$ cat config.mk
export PLATFORM = sky130hd
export DESIGN_NAME = addseq64_ctrl
export DESIGN_NICKNAME = d
export VERILOG_FILES = /design/src/rtl/addseq_pkg.sv /design/src/rtl/rca_slice.sv /design/src/rtl/addseq64_ctrl.sv
export SDC_FILE = /design/constraint.sdc
export NUM_CORES = 1
export LEC_CHECK = 0
export ABC_AREA = 1
export BUFFER_PORTS_ARGS = -buffer_cell sky130_fd_sc_hd__clkbuf_2
export CAP_MARGIN = 10
export CORE_MARGIN = 5
export CORE_UTILIZATION = 25
export DETAILED_ROUTE_END_ITERATION = 10
export GPL_ROUTABILITY_DRIVEN = 0
export GPL_TIMING_DRIVEN = 0
export PLACE_DENSITY_LB_ADDON = 0.05
export SYNTH_ARGS = -nofsm -noshare
export SYNTH_HDL_FRONTEND = slang
export SYNTH_SLANG_ARGS = --single-unit
$ cat constraint.sdc
create_clock -name clk -period 22 [get_ports clk]
set_input_delay 2.2 -clock clk [delete_from_list [all_inputs] [get_ports clk]]
set_output_delay 2.2 -clock clk [all_outputs]
set_load 0.05 [all_outputs]
$ cat src/rtl/addseq_pkg.sv
// Shared types and sizing helpers for the sliced 64-bit add/subtract sequencer.
package addseq_pkg;

  typedef enum logic [1:0] {
    StIdle,
    StRun,
    StDone
  } state_e;

  localparam int unsigned DefDataW  = 64;
  localparam int unsigned DefSliceW = 16;

  function automatic int unsigned nslice(input int unsigned data_w, input int unsigned slice_w);
    return data_w / slice_w;
  endfunction

endpackage

$ cat src/rtl/rca_slice.sv
// Combinational ripple-carry adder slice built from full-adder cells.
module rca_slice #(
  parameter int unsigned Width = 16
) (
  output logic [Width-1:0] s,
  output logic             cout,
  input  logic [Width-1:0] a,
  input  logic [Width-1:0] b,
  input  logic             cin
);

  logic [Width:0] c;

  assign c[0] = cin;

  for (genvar i = 0; i < Width; i++) begin : g_fa
    assign s[i]   = a[i] ^ b[i] ^ c[i];
    assign c[i+1] = (a[i] & b[i]) | (c[i] & (a[i] ^ b[i]));
  end

  assign cout = c[Width];

endmodule

$ cat src/rtl/addseq64_ctrl.sv
// Multi-cycle add/subtract sequencer: one shared slice adder per cycle, LSB slice first.
module addseq64_ctrl
  import addseq_pkg::*;
#(
  parameter int unsigned DATA_W  = DefDataW,
  parameter int unsigned SLICE_W = DefSliceW
) (
  input  logic              clk,
  input  logic              rst_n,
  input  logic              start,
  input  logic              sub,
  input  logic              cin,
  input  logic [DATA_W-1:0] a,
  input  logic [DATA_W-1:0] b,
  output logic              busy,
  output logic              done,
  output logic [DATA_W-1:0] s,
  output logic              cout,
  output logic              ovf
);

  localparam int unsigned NSLICE = nslice(DATA_W, SLICE_W);
  localparam int unsigned IDX_W  = (NSLICE > 1) ? $clog2(NSLICE) : 1;
  localparam logic [IDX_W-1:0] LastIdx = IDX_W'(NSLICE - 1);

  state_e             state_q, state_d;
  logic [DATA_W-1:0]  opa_q, opa_d;
  logic [DATA_W-1:0]  opb_q, opb_d;
  logic [DATA_W-1:0]  s_q, s_d;
  logic               carry_q, carry_d;
  logic [IDX_W-1:0]   idx_q, idx_d;
  logic               cout_q, cout_d;
  logic               ovf_q, ovf_d;

  logic [SLICE_W-1:0] slice_a, slice_b, slice_s;
  logic               slice_co;
  logic               accept;

  assign slice_a = opa_q[idx_q*SLICE_W +: SLICE_W];
  assign slice_b = opb_q[idx_q*SLICE_W +: SLICE_W];

  rca_slice #(
    .Width(SLICE_W)
  ) u_slice (
    .s   (slice_s),
    .cout(slice_co),
    .a   (slice_a),
    .b   (slice_b),
    .cin (carry_q)
  );

  // Requests are only heard when no operation is in flight.
  assign accept = start && (state_q == StIdle || state_q == StDone);

  always_comb begin
    state_d = state_q;
    opa_d   = opa_q;
    opb_d   = opb_q;
    s_d     = s_q;
    carry_d = carry_q;
    idx_d   = idx_q;
    cout_d  = cout_q;
    ovf_d   = ovf_q;

    unique case (state_q)
      StIdle, StDone: begin
        state_d = StIdle;
        if (accept) begin
          // Subtraction is a + ~b + 1.
          opa_d   = a;
          opb_d   = sub ? ~b : b;
          carry_d = sub ? 1'b1 : cin;
          idx_d   = '0;
          s_d     = '0;
          state_d = StRun;
        end
      end
      StRun: begin
        s_d[idx_q*SLICE_W +: SLICE_W] = slice_s;
        carry_d = slice_co;
        if (idx_q == LastIdx) begin
          cout_d  = slice_co;
          ovf_d   = (opa_q[DATA_W-1] == opb_q[DATA_W-1]) &&
                    (slice_s[SLICE_W-1] != opa_q[DATA_W-1]);
          state_d = StDone;
        end else begin
          idx_d = idx_q + 1'b1;
        end
      end
      default: state_d = StIdle;
    endcase
  end

  always_ff @(posedge clk or negedge rst_n) begin
    if (!rst_n) begin
      state_q <= StIdle;
      opa_q   <= '0;
      opb_q   <= '0;
      s_q     <= '0;
      carry_q <= 1'b0;
      idx_q   <= '0;
      cout_q  <= 1'b0;
      ovf_q   <= 1'b0;
    end else begin
      state_q <= state_d;
      opa_q   <= opa_d;
      opb_q   <= opb_d;
      s_q     <= s_d;
      carry_q <= carry_d;
      idx_q   <= idx_d;
      cout_q  <= cout_d;
      ovf_q   <= ovf_d;
    end
  end

  assign busy = (state_q == StRun);
  assign done = (state_q == StDone);
  assign s    = s_q;
  assign cout = cout_q;
  assign ovf  = ovf_q;

endmodule
==> results.sh, run 1 <==
export IMPL_end_kind="flip-flop"
export IMPL_yosys_register_bits=199
export IMPL_path_common_cell="fa_1"
export IMPL_antenna_found_initial=0
export IMPL_die_y_um=211
export IMPL_syn_area_um2=10100
export IMPL_fin_skew_ns=0.0128
export IMPL_synth_edf_count=0
export IMPL_ir_drop_v=0.0000630
export IMPL_worstPathBufferInverterCount=5
export IMPL_drt_total_wl_um=37400
export IMPL_ant_nets=0
export IMPL_first_global_vias=9104
export IMPL_crit_fanout=11
export IMPL_synth_top_family_by_area="simple AND/OR/NAND/NOR gates"
export IMPL_portBuffers=199
export IMPL_grtUsageTotal_pct=16.9
export IMPL_yosysSeqAreaShare_pct=49.3
export IMPL_vias=8760
export IMPL_clockRootBuffer="clkbuf_16"
export IMPL_cts_tree="yes"
export IMPL_cts_resized=0
export IMPL_yosys_warnings=0
export IMPL_cellLeakagePower_nw=6.84
export IMPL_synth_xor_area_share_pct=5.55
export IMPL_synth_async_reset_ratio_pct=100
export IMPL_grt_ovfl_total=0
export IMPL_critPathKind="reg2reg"
export IMPL_fmax_mhz=117
export IMPL_die_x_um=211
export IMPL_core_area_um2=39800
export IMPL_area_growth_syn_to_layout_pct=22.9
export IMPL_rows=73
export IMPL_yosysTopAreaCellShare_pct=49.3
export IMPL_clk_pin_slew_ns=0.07
export IMPL_yosys_top_cells_count="651 x nand2_1, 199 x dfrtp_1, 135 x nand3_1, 64 x xor2_1, 34 x inv_1"
export IMPL_setup_ws_ns=13.48
export IMPL_grt_max_degree=85
export IMPL_synth_simple_area_share_pct=33.3
export IMPL_die_area_um2=44500
export IMPL_grt_setup_unrepaired="no"
export IMPL_cap_violations=0
export IMPL_hold_viol_final=0
export IMPL_preCtsSetupSlack_ns=13.42
export IMPL_post_drt_wl_per_cell_um=18.6
export IMPL_fin_util_pct=31.2
export IMPL_first_iter_violations=414
export IMPL_critPathSlowestCell="fa_1"
export IMPL_fin_setup_tns_ns=0
export IMPL_syn_nets=1414
export IMPL_cpLargestDelayFamily="adder cells"
export IMPL_arrival_ns=8.85
export IMPL_holdWs_ns=0.481
export IMPL_synth_top_area_cell="dfrtp_1"
export IMPL_cts_buffer_depth=2
export IMPL_cts_sinks=199
export IMPL_grt_pass1_wl_um=56400
export IMPL_synth_flop_cell="dfrtp_1"
export IMPL_tightest_slew_ns=0.770
export IMPL_yosysMostFrequentCell="nand2_1"
export IMPL_htree_levels=4
export IMPL_setup_viol=0
export IMPL_drive_above_1_share_pct=20.3
export IMPL_p_total_mw=2.19
export IMPL_synth_compound_area_share_pct=1.54
export IMPL_fillCellCount=4514
export IMPL_antenna_cells=0
export IMPL_cp_start_kind="flip-flop"
export IMPL_viasPerCell=4.35
export IMPL_io_pin_count=201
export IMPL_yosysUniqueCellTypes=28
export IMPL_power_density_nw_per_um2=177
export IMPL_synth_area_mux_share_pct=0
export IMPL_dr_pass1_iters=5
export IMPL_postSynthCellCount=1261
export IMPL_drc=0
export IMPL_synth_avg_cell_area_um2=8.01
export IMPL_drv_slew=0
export IMPL_slowest_delay_ns=0.56
export IMPL_numCtsBuffers=17
export IMPL_post_dp_hpwl_um=29500
export IMPL_layout_nets=1634
export IMPL_fin_crit_ns=8.52
export IMPL_clkLatencyLatePin_ns=0.44
export IMPL_post_cts_setup_buffers=0
export IMPL_relSlewSlack_pct=48.7
export IMPL_finalCritPeriodShare_pct=38.7
export IMPL_status="completed"
export IMPL_required_ns=22.33
export IMPL_synthTopCellsByArea="dfrtp_1 49%, nand2_1 24%, nand3_1 6.7%"
export IMPL_ctsHoldBuffers=0
export IMPL_min_path_type="reg2reg"
export IMPL_start_util_pct=25.4
export IMPL_synth_fa_ha_area_share_pct=3.67
==> path summary, 6_finish.rpt <==
kind / start / slack (ns) / depth (start not counted) / endpoint
worst max register to register: idx_q[1] / 13.48 / 27 / ovf
worst min register to register: opa_q[33] / 0.48 / 2 / opa_q[33]
max in group asynchronous: rst_n / 19.09 / 3 / opb_q[35]
worst max-delay path: idx_q[1] / 13.48 / 27 / ovf
min in group asynchronous: rst_n / 1.71 / 1 / s[57]
worst min-delay path: opa_q[33] / 0.48 / 2 / opa_q[33]
==> layout by cell type, fill, tap and decap left out, types with 2 or more instances in the layout <==
master / count
buf_16: 2
buf_1: 2
inv_2: 4
inv_1: 34
buf_6: 15
clkbuf_16: 17
buf_2: 25
ha_1: 4
clkbuf_8: 2
fa_1: 16
buf_4: 19
nand3_1: 135
dfrtp_1: 199
clkinv_2: 4
o211ai_1: 6
nor2_1: 23
nor2_4: 2
bufinv_16: 4
nand2_1: 651
xor2_1: 64
nor3_1: 13
o21ai_0: 22
clkbuf_2: 198
clkbuf_1: 17
==> power by group <==
part           internal, mW  switching [mW]  leakage, nW
sequential            0.522          0.0969         2.56
clock                 0.190           0.144        0.293
combinational         0.363           0.877         3.99
==> layer usage <==
layer	global-route usage [%]	share of wire, %	vias to the layer above
met4	2.55	0.56	0
met2	28.8	49	176
li1	-	-	4338
met5	0	0	-
met3	2.78	3.6	11
met1	23.1	46	4235
==> worst register-to-register path, stage by stage (launching register included) <==
cell,delay [ns]
dfrtp_1,0.48
clkinv_1,0.33
clkbuf_1,0.43
nand3_1,0.19
nand2_1,0.12
fa_1,0.41
fa_1,0.39
fa_1,0.40
fa_1,0.40
fa_1,0.42
fa_1,0.41
fa_1,0.39
fa_1,0.41
fa_1,0.43
fa_1,0.40
fa_1,0.39
fa_1,0.39
fa_1,0.36
inv_1,0.08
fa_1,0.16
inv_1,0.06
fa_1,0.35
inv_1,0.07
fa_1,0.56
nand3_1,0.15
nand2_1,0.09
nand2_1,0.09
nand2_1,0.05
==> sequential cells by signal, summed over array words and instances, names as in the netlist <==
signal / cells
cout: 1
s: 64
opa_q: 64
carry_q: 1
idx_q: 2
opb_q: 64
ovf: 1
state_q: 2
==> cell type report <==
cell class | instances | area (µm²) | area share, %
plain buffers | 79 | 515 | 4.15
well taps | 525 | 657 | 5.29
flip-flops and latches | 199 | 4980 | 40.1
repair buffers | 201 | 1060 | 8.54
multi-input cells | 943 | 4450 | 35.9
clock inverters | 10 | 156 | 1.26
clock buffers | 18 | 439 | 3.54
inverters | 40 | 153 | 1.23
==> logic make-up after synthesis <==
| logic type | Yosys count |
|---|---|
| and+or+nand+nor | 831 |
| DFF | 199 |
| buffers and inverters | 119 |
| xor gates and xnor gates | 64 |
| AOI/OAI and AO/OA | 28 |
| adders and majority gates | 20 |
==> per-stage QoR <==
| stage | instances | instance area (µm²) |
|---|---|---|
| after floorplan | 1261 | 10100 |
| after global placement | 1985 | 11800 |
| after detailed placement | 1987 | 11800 |
| after CTS | 2015 | 12400 |
| after global routing | 2015 | 12400 |
| final | 2015 | 12400 |
Note: power is estimated with default switching activity, not from simulation.
==> inputs of run 2 (changes only) <==
==> constraint.sdc (replaced) <==
create_clock -name clk -period 7.98 [get_ports clk]
set_input_delay 0.798 -clock clk [delete_from_list [all_inputs] [get_ports clk]]
set_output_delay 0.798 -clock clk [all_outputs]
set_load 0.05 [all_outputs]
==> run 2 against run 1 <==
Against the previous run: final cell count stayed put; fmax is 11% higher; clock skew is 0.0014 ns lower; first-iteration DRC count is 0.48% lower; sequential power grew to 2.8 times the previous value; sequential cell count stayed put; sequential share of layout area is 0.32 points lower; via count is 0.46% lower; non-clock buffer count stayed put; critical endpoint unchanged; critical path type unchanged; utilization is 0.26 points higher; highest routed layer unchanged; hold slack worse by 0.18 ns; setup slack worse by 13 ns.
==> results.sh, run 2 (synthesis gave the netlist of run 1 again) <==
export IMPL_status="completed"
export IMPL_antenna_found_initial=0
export IMPL_ant_nets=0
export IMPL_fin_setup_tns_ns=0
export IMPL_htree_levels=4
export IMPL_end_kind="flip-flop"
export IMPL_mostFrequentLayoutCell="nand2_1"
export IMPL_crit_cells=30
export IMPL_viasPerCell=4.33
export IMPL_grt_max_degree=85
export IMPL_required_ns=8.36
export IMPL_dr_pass1_iters=5
export IMPL_dp_cells=1987
export IMPL_first_iter_violations=412
export IMPL_p_total_mw=6.12
export IMPL_crit_fanout=10
export IMPL_post_drt_wl_per_cell_um=18.6
export IMPL_arrival_ns=8.02
export IMPL_clockRootBuffer="clkbuf_16"
export IMPL_fmax_mhz=131
export IMPL_critPathKind="reg2reg"
export IMPL_grt_setup_unrepaired="no"
export IMPL_drive_above_1_share_pct=21.3
export IMPL_drt_total_wl_um=37400
export IMPL_placed_area_um2=11800
export IMPL_start_util_pct=25.4
export IMPL_cp_start_kind="flip-flop"
export IMPL_fin_util_pct=31.4
export IMPL_vias=8720
export IMPL_setup_viol=0
export IMPL_power_density_nw_per_um2=489
export IMPL_fin_crit_ns=7.64
export IMPL_antenna_cells=0
export IMPL_hold_viol_final=0
export IMPL_portBuffers=199
export IMPL_cpLargestDelayFamily="adder cells"
export IMPL_die_area_um2=44500
export IMPL_drv_slew=0
export IMPL_cts_sinks=199
export IMPL_critPathSlowestCell="fa_2"
export IMPL_fillCellCount=4498
export IMPL_layout_nets=1634
export IMPL_r2r_cells=30
export IMPL_die_y_um=211
export IMPL_grt_pass1_wl_um=56400
export IMPL_worstPathBufferInverterCount=7
export IMPL_area_growth_syn_to_layout_pct=23.9
export IMPL_grt_ovfl_total=0
export IMPL_ir_drop_v=0.000164
export IMPL_layout_common_cells="650 x nand2_1, 199 x clkbuf_2, 198 x dfrtp_1"
export IMPL_stdcell_area_um2=12500
export IMPL_rows=73
export IMPL_core_area_um2=39800
export IMPL_min_path_type="in2async"
export IMPL_first_global_vias=9126
export IMPL_finalCritPeriodShare_pct=95.8
export IMPL_slowest_delay_ns=0.51
export IMPL_clk_pin_slew_ns=0.07
export IMPL_path_common_cell="fa_1"
export IMPL_relSlewSlack_pct=49.9
export IMPL_fin_cells=2015
export IMPL_cellLeakagePower_nw=6.88
export IMPL_cts_tree="yes"
export IMPL_grtUsageTotal_pct=16.9
export IMPL_cap_violations=0
export IMPL_numCtsBuffers=17
export IMPL_drc=0
export IMPL_ctsHoldBuffers=0
export IMPL_cts_buffer_depth=2
export IMPL_io_pin_count=201
export IMPL_post_dp_hpwl_um=29500
export IMPL_clkLatencyLatePin_ns=0.44
export IMPL_tightest_slew_ns=0.751
export IMPL_die_x_um=211
export IMPL_fin_skew_ns=0.0115
run 2: cell count changes in the layout (fill, tap and decap cells not counted), sizes merged:
cell,delta
clkinv,-1
inv,+1
run 2: metrics by stage:
stage | hold WS [ns] | setup WS (ns)
3_3_place_gp | 0.463 | -0.558
4_1_cts | 0.305 | 0.0270
3_5_place_dp | 0.465 | -0.595
2_1_floorplan | 0.444 | 0.480
5_1_grt | 0.324 | 0.0504
6_report | 0.305 | 0.337
run 2: what timing repair did:
item,in CTS,in global routing
setup buffers,0,0
endpoints found under the setup margin,9,5
resized for setup,27,7
pin swaps,1,1
run 2: final cells by class:
type                            count  area, µm²  area share (%)
Buffer                             79        591            4.72
Clock buffer                       18        439            3.51
Clock inverter                     10        156            1.25
Inverter                           40        160            1.28
Multi-Input combinational cell    943       4470            35.7
Sequential cell                   199       4980            39.8
Tap cell                          525        657            5.25
Timing Repair Buffer              201       1060            8.47
run 2: per-layer routing:
| layer | global-route usage (%) | vias up | wire length, µm |
|---|---|---|---|
| li1 | - | 4338 | - |
| met1 | 23.1 | 4208 | 17500 |
| met2 | 28.8 | 165 | 18500 |
| met3 | 2.78 | 9 | 1220 |
| met4 | 2.55 | 0 | 206 |
| met5 | 0 | - | 0 |
run 2: power breakdown:
group          leakage (nW)  total (mW)  internal (mW)  switching (mW)
combinational          4.03        3.50           1.07            2.42
sequential             2.55        1.71           1.44           0.268
clock                 0.293       0.921          0.525           0.396
total                  6.88        6.12           3.04            3.09
run 2: final timing paths:
kind / start / endpoint / slack, ns
max: idx_q[0] / ovf / 0.34
min: rst_n / s[57] / 0.30
max reg2reg: idx_q[0] / ovf / 0.34
min reg2reg: opa_q[33] / opa_q[33] / 0.48
max in group asynchronous: rst_n / opb_q[59] / 6.49
min in group clk: opa_q[33] / opa_q[33] / 0.48
==> inputs of run 3 (changes only) <==
--- a/config.mk
+++ b/config.mk
@@ -5,9 +5,10 @@
 export SDC_FILE = /design/constraint.sdc
 export NUM_CORES = 1
 export LEC_CHECK = 0
-export ABC_AREA = 1
 export BUFFER_PORTS_ARGS = -buffer_cell sky130_fd_sc_hd__clkbuf_2
 export CAP_MARGIN = 10
+export CELL_PAD_IN_SITES_DETAIL_PLACEMENT = 0
+export CELL_PAD_IN_SITES_GLOBAL_PLACEMENT = 2
 export CORE_MARGIN = 5
 export CORE_UTILIZATION = 25
 export DETAILED_ROUTE_END_ITERATION = 10
==> run 3 against run 2 <==
Against the previous run: wire length fell by 15%; synthesized cell count fell by 35%; clock skew rose by 0.0043 ns; design area fell by 9.1%; non-clock buffer count fell by 25; clock-buffer cell count did not move; utilization rose by 0.39 points; die area fell by 9.6%; clock power rose by 0.4%; hold slack improved by 0.13 ns; critical endpoint is now s[63]; highest routed layer unchanged.
==> results.sh, run 3 <==
export IMPL_clk_pin_slew_ns=0.08
export IMPL_yosysSeqAreaShare_pct=54.9
export IMPL_grt_ovfl_total=0
export IMPL_cts_sinks=199
export IMPL_synth_flop_cell="dfrtp_1"
export IMPL_critPathKind="reg2reg"
export IMPL_portBuffers=199
export IMPL_ant_nets=0
export IMPL_rows=69
export IMPL_grt_max_degree=102
export IMPL_ctsHoldBuffers=0
export IMPL_yosysTopAreaCellShare_pct=54.9
export IMPL_post_dp_hpwl_um=24300
export IMPL_r2r_start="idx_q[0]"
export IMPL_mostFrequentLayoutCell="nand2_1"
export IMPL_cts_tree="yes"
export IMPL_switchingPower_mw=2.81
export IMPL_cts_buffer_depth=2
export IMPL_antenna_found_initial=0
export IMPL_setup_viol=0
export IMPL_r2r_setup_slack_ns=0.34
export IMPL_required_ns=8.31
export IMPL_tightest_slew_ns=0.878
export IMPL_min_path_type="in2async"
export IMPL_die_area_um2=40200
export IMPL_dp_cells=1484
export IMPL_yosysMostFrequentCell="nand2_1"
export IMPL_swShare_pct=47.5
export IMPL_ir_drop_v=0.000266
export IMPL_syn_nets=976
export IMPL_io_pin_count=201
export IMPL_cellLeakagePower_nw=5.47
export IMPL_placed_area_um2=10700
export IMPL_first_global_vias=7409
export IMPL_stdcell_area_um2=11400
export IMPL_drv_slew=0
export IMPL_layout_nets=1196
export IMPL_drt_total_wl_um=31900
export IMPL_htree_levels=4
export IMPL_synth_edf_count=0
export IMPL_start_util_pct=25.4
export IMPL_grt_pass1_wl_um=48000
export IMPL_dr_pass1_iters=6
export IMPL_antenna_cells=0
export IMPL_yosys_warnings=0
export IMPL_synthTopCellsByArea="dfrtp_1 55%, nand2_1 11%, mux4_2 7.9%"
export IMPL_first_iter_violations=252
export IMPL_area_growth_syn_to_layout_pct=25.2
export IMPL_yosysUniqueCellTypes=30
export IMPL_p_int_mw=3.10
export IMPL_crit_fanout=10
export IMPL_postSynthCellCount=823
export IMPL_synth_top_area_cell="dfrtp_1"
export IMPL_drc=0
export IMPL_holdWs_ns=0.430
export IMPL_grt_setup_unrepaired="no"
export IMPL_fin_crit_ns=7.64
export IMPL_crit_start="idx_q[0]"
export IMPL_die_y_um=201
export IMPL_comb_power_share_pct=54.9
export IMPL_r2r_cells=25
export IMPL_arrival_ns=7.97
export IMPL_endpoint="s[63]"
export IMPL_clkLatencyLatePin_ns=0.45
export IMPL_synth_async_reset_ratio_pct=100
export IMPL_power_density_nw_per_um2=520
export IMPL_fmax_mhz=131
export IMPL_cp_start_kind="flip-flop"
export IMPL_yosys_register_bits=199
export IMPL_seqPwrFrac_pct=29.5
export IMPL_status="completed"
export IMPL_fin_cells=1517
export IMPL_syn_area_um2=9080
export IMPL_synth_avg_cell_area_um2=11.0
export IMPL_clkPwrFrac_pct=15.7
export IMPL_post_drt_wl_per_cell_um=21.0
export IMPL_layout_common_cells="259 x nand2_1, 198 x dfrtp_1, 198 x clkbuf_2"
export IMPL_clockRootBuffer="clkbuf_16"
export IMPL_preCtsSetupSlack_ns=-1.20
export IMPL_die_x_um=201
export IMPL_finalCritPeriodShare_pct=95.7
export IMPL_vias=6639
export IMPL_setup_ws_ns=0.342
export IMPL_numCtsBuffers=17
export IMPL_drive_above_1_share_pct=29.8
export IMPL_fin_util_pct=31.8
export IMPL_r2r_end="s[63]"
export IMPL_yosys_top_cells_count="259 x nand2_1, 199 x dfrtp_1, 66 x o21ai_0, 64 x xnor2_1, 56 x o2bb2ai_1"
export IMPL_grtUsageTotal_pct=16.0
export IMPL_hold_viol_final=0
export IMPL_cap_violations=0
export IMPL_relSlewSlack_pct=41.4
export IMPL_fin_skew_ns=0.0157
export IMPL_core_area_um2=35700
export IMPL_viasPerCell=4.38
export IMPL_end_kind="flip-flop"
run 3: cell count changes in the layout (fill, tap and decap cells not counted), moves of 11 or more:
| cell | change |
|---|---|
| nor2_1 | -19 |
| xor2_1 | -64 |
| xnor2_1 | +64 |
| buf_4 | -17 |
| buf_6 | -14 |
| o21ai_0 | +44 |
| nand3_1 | -133 |
| o2bb2ai_1 | +56 |
| nand2_1 | -391 |
| nor3_1 | -13 |
| clkbuf_1 | +11 |
| mux4_2 | +32 |
run 3: layer usage:
| metal | share of wire, % | up-vias | wire, µm | GRT usage [%] |
|---|---|---|---|---|
| met3 | 3.3 | 7 | 1060 | 3.41 |
| met1 | 48 | 3319 | 15200 | 22.3 |
| met4 | 0.61 | 0 | 195 | 2.90 |
| met5 | 0 | - | 0 | 0 |
| met2 | 48 | 128 | 15400 | 26.1 |
| li1 | - | 3185 | - | - |
run 3: power by group through the flow:
stage	clock network, mW	logic [mW]	registers [mW]
6_report	0.925	3.24	1.74
5_1_grt	0.997	3.55	1.80
4_1_cts	0.958	3.31	1.75
3_5_place_dp	0	3.16	1.76
3_3_place_gp	0	3.15	1.76
2_1_floorplan	0	1.55	2.13
run 3: cells by family (layout without fill, tap and decap cells):
kind of cell | Yosys count | in the layout | share of synthesized area, %
DFF | 199 | 199 | 54.9
buffers and inverters | 89 | 322 | 4.16
muxes | 36 | 36 | 8.42
AOI/OAI and AO/OA | 137 | 137 | 10.3
xor gates and xnor gates | 64 | 64 | 6.18
and+or+nand+nor | 278 | 278 | 12.0
adders and majority gates | 20 | 20 | 4.08
run 3: how the worst min path moves through the flow:
stage | start | endpoint | cells after the start
after floorplan | opa_q[32] | opa_q[32] | 2
after global placement | opa_q[44] | opa_q[44] | 2
after detailed placement | opa_q[44] | opa_q[44] | 2
after CTS | rst_n | s[43] | 1
after global routing | rst_n | s[26] | 1
final | rst_n | s[43] | 1
run 3: area by class of cell:
cell class	instances	area, µm²
buffer	53	269
clock buffer	18	429
clock inverter	14	174
fill	3789	24400
inverter	35	131
multi-input combinational	535	3750
sequential	199	4980
tap	461	577
timing repair buffer	202	1060
run 3: worst max-delay path, stage by stage, from the launching register on:
cell     delay [ns]
dfrtp_1        0.39
buf_6          0.17
buf_8          0.17
mux4_2         0.35
inv_1          0.06
fa_1           0.41
fa_2           0.36
fa_2           0.36
fa_2           0.35
fa_2           0.35
fa_2           0.35
fa_2           0.35
fa_1           0.39
fa_1           0.40
fa_2           0.36
fa_2           0.36
fa_2           0.37
fa_2           0.38
inv_1          0.09
fa_1           0.16
inv_1          0.05
fa_1           0.36
inv_1          0.09
fa_2           0.48
buf_12         0.15
a32o_1         0.21
run 3: repair_timing:
item	CTS	global route
pin swaps	1	2
endpoints found under the setup margin	15	5
setup buffers	2	0
resized for setup	17	3
run 3: through the flow:
stage	TNS (ns)	total power [mW]
2_1_floorplan	0	3.68
3_3_place_gp	-10.62	4.91
3_5_place_dp	-9.80	4.92
4_1_cts	0	6.01
5_1_grt	0	6.34
6_report	0	5.91
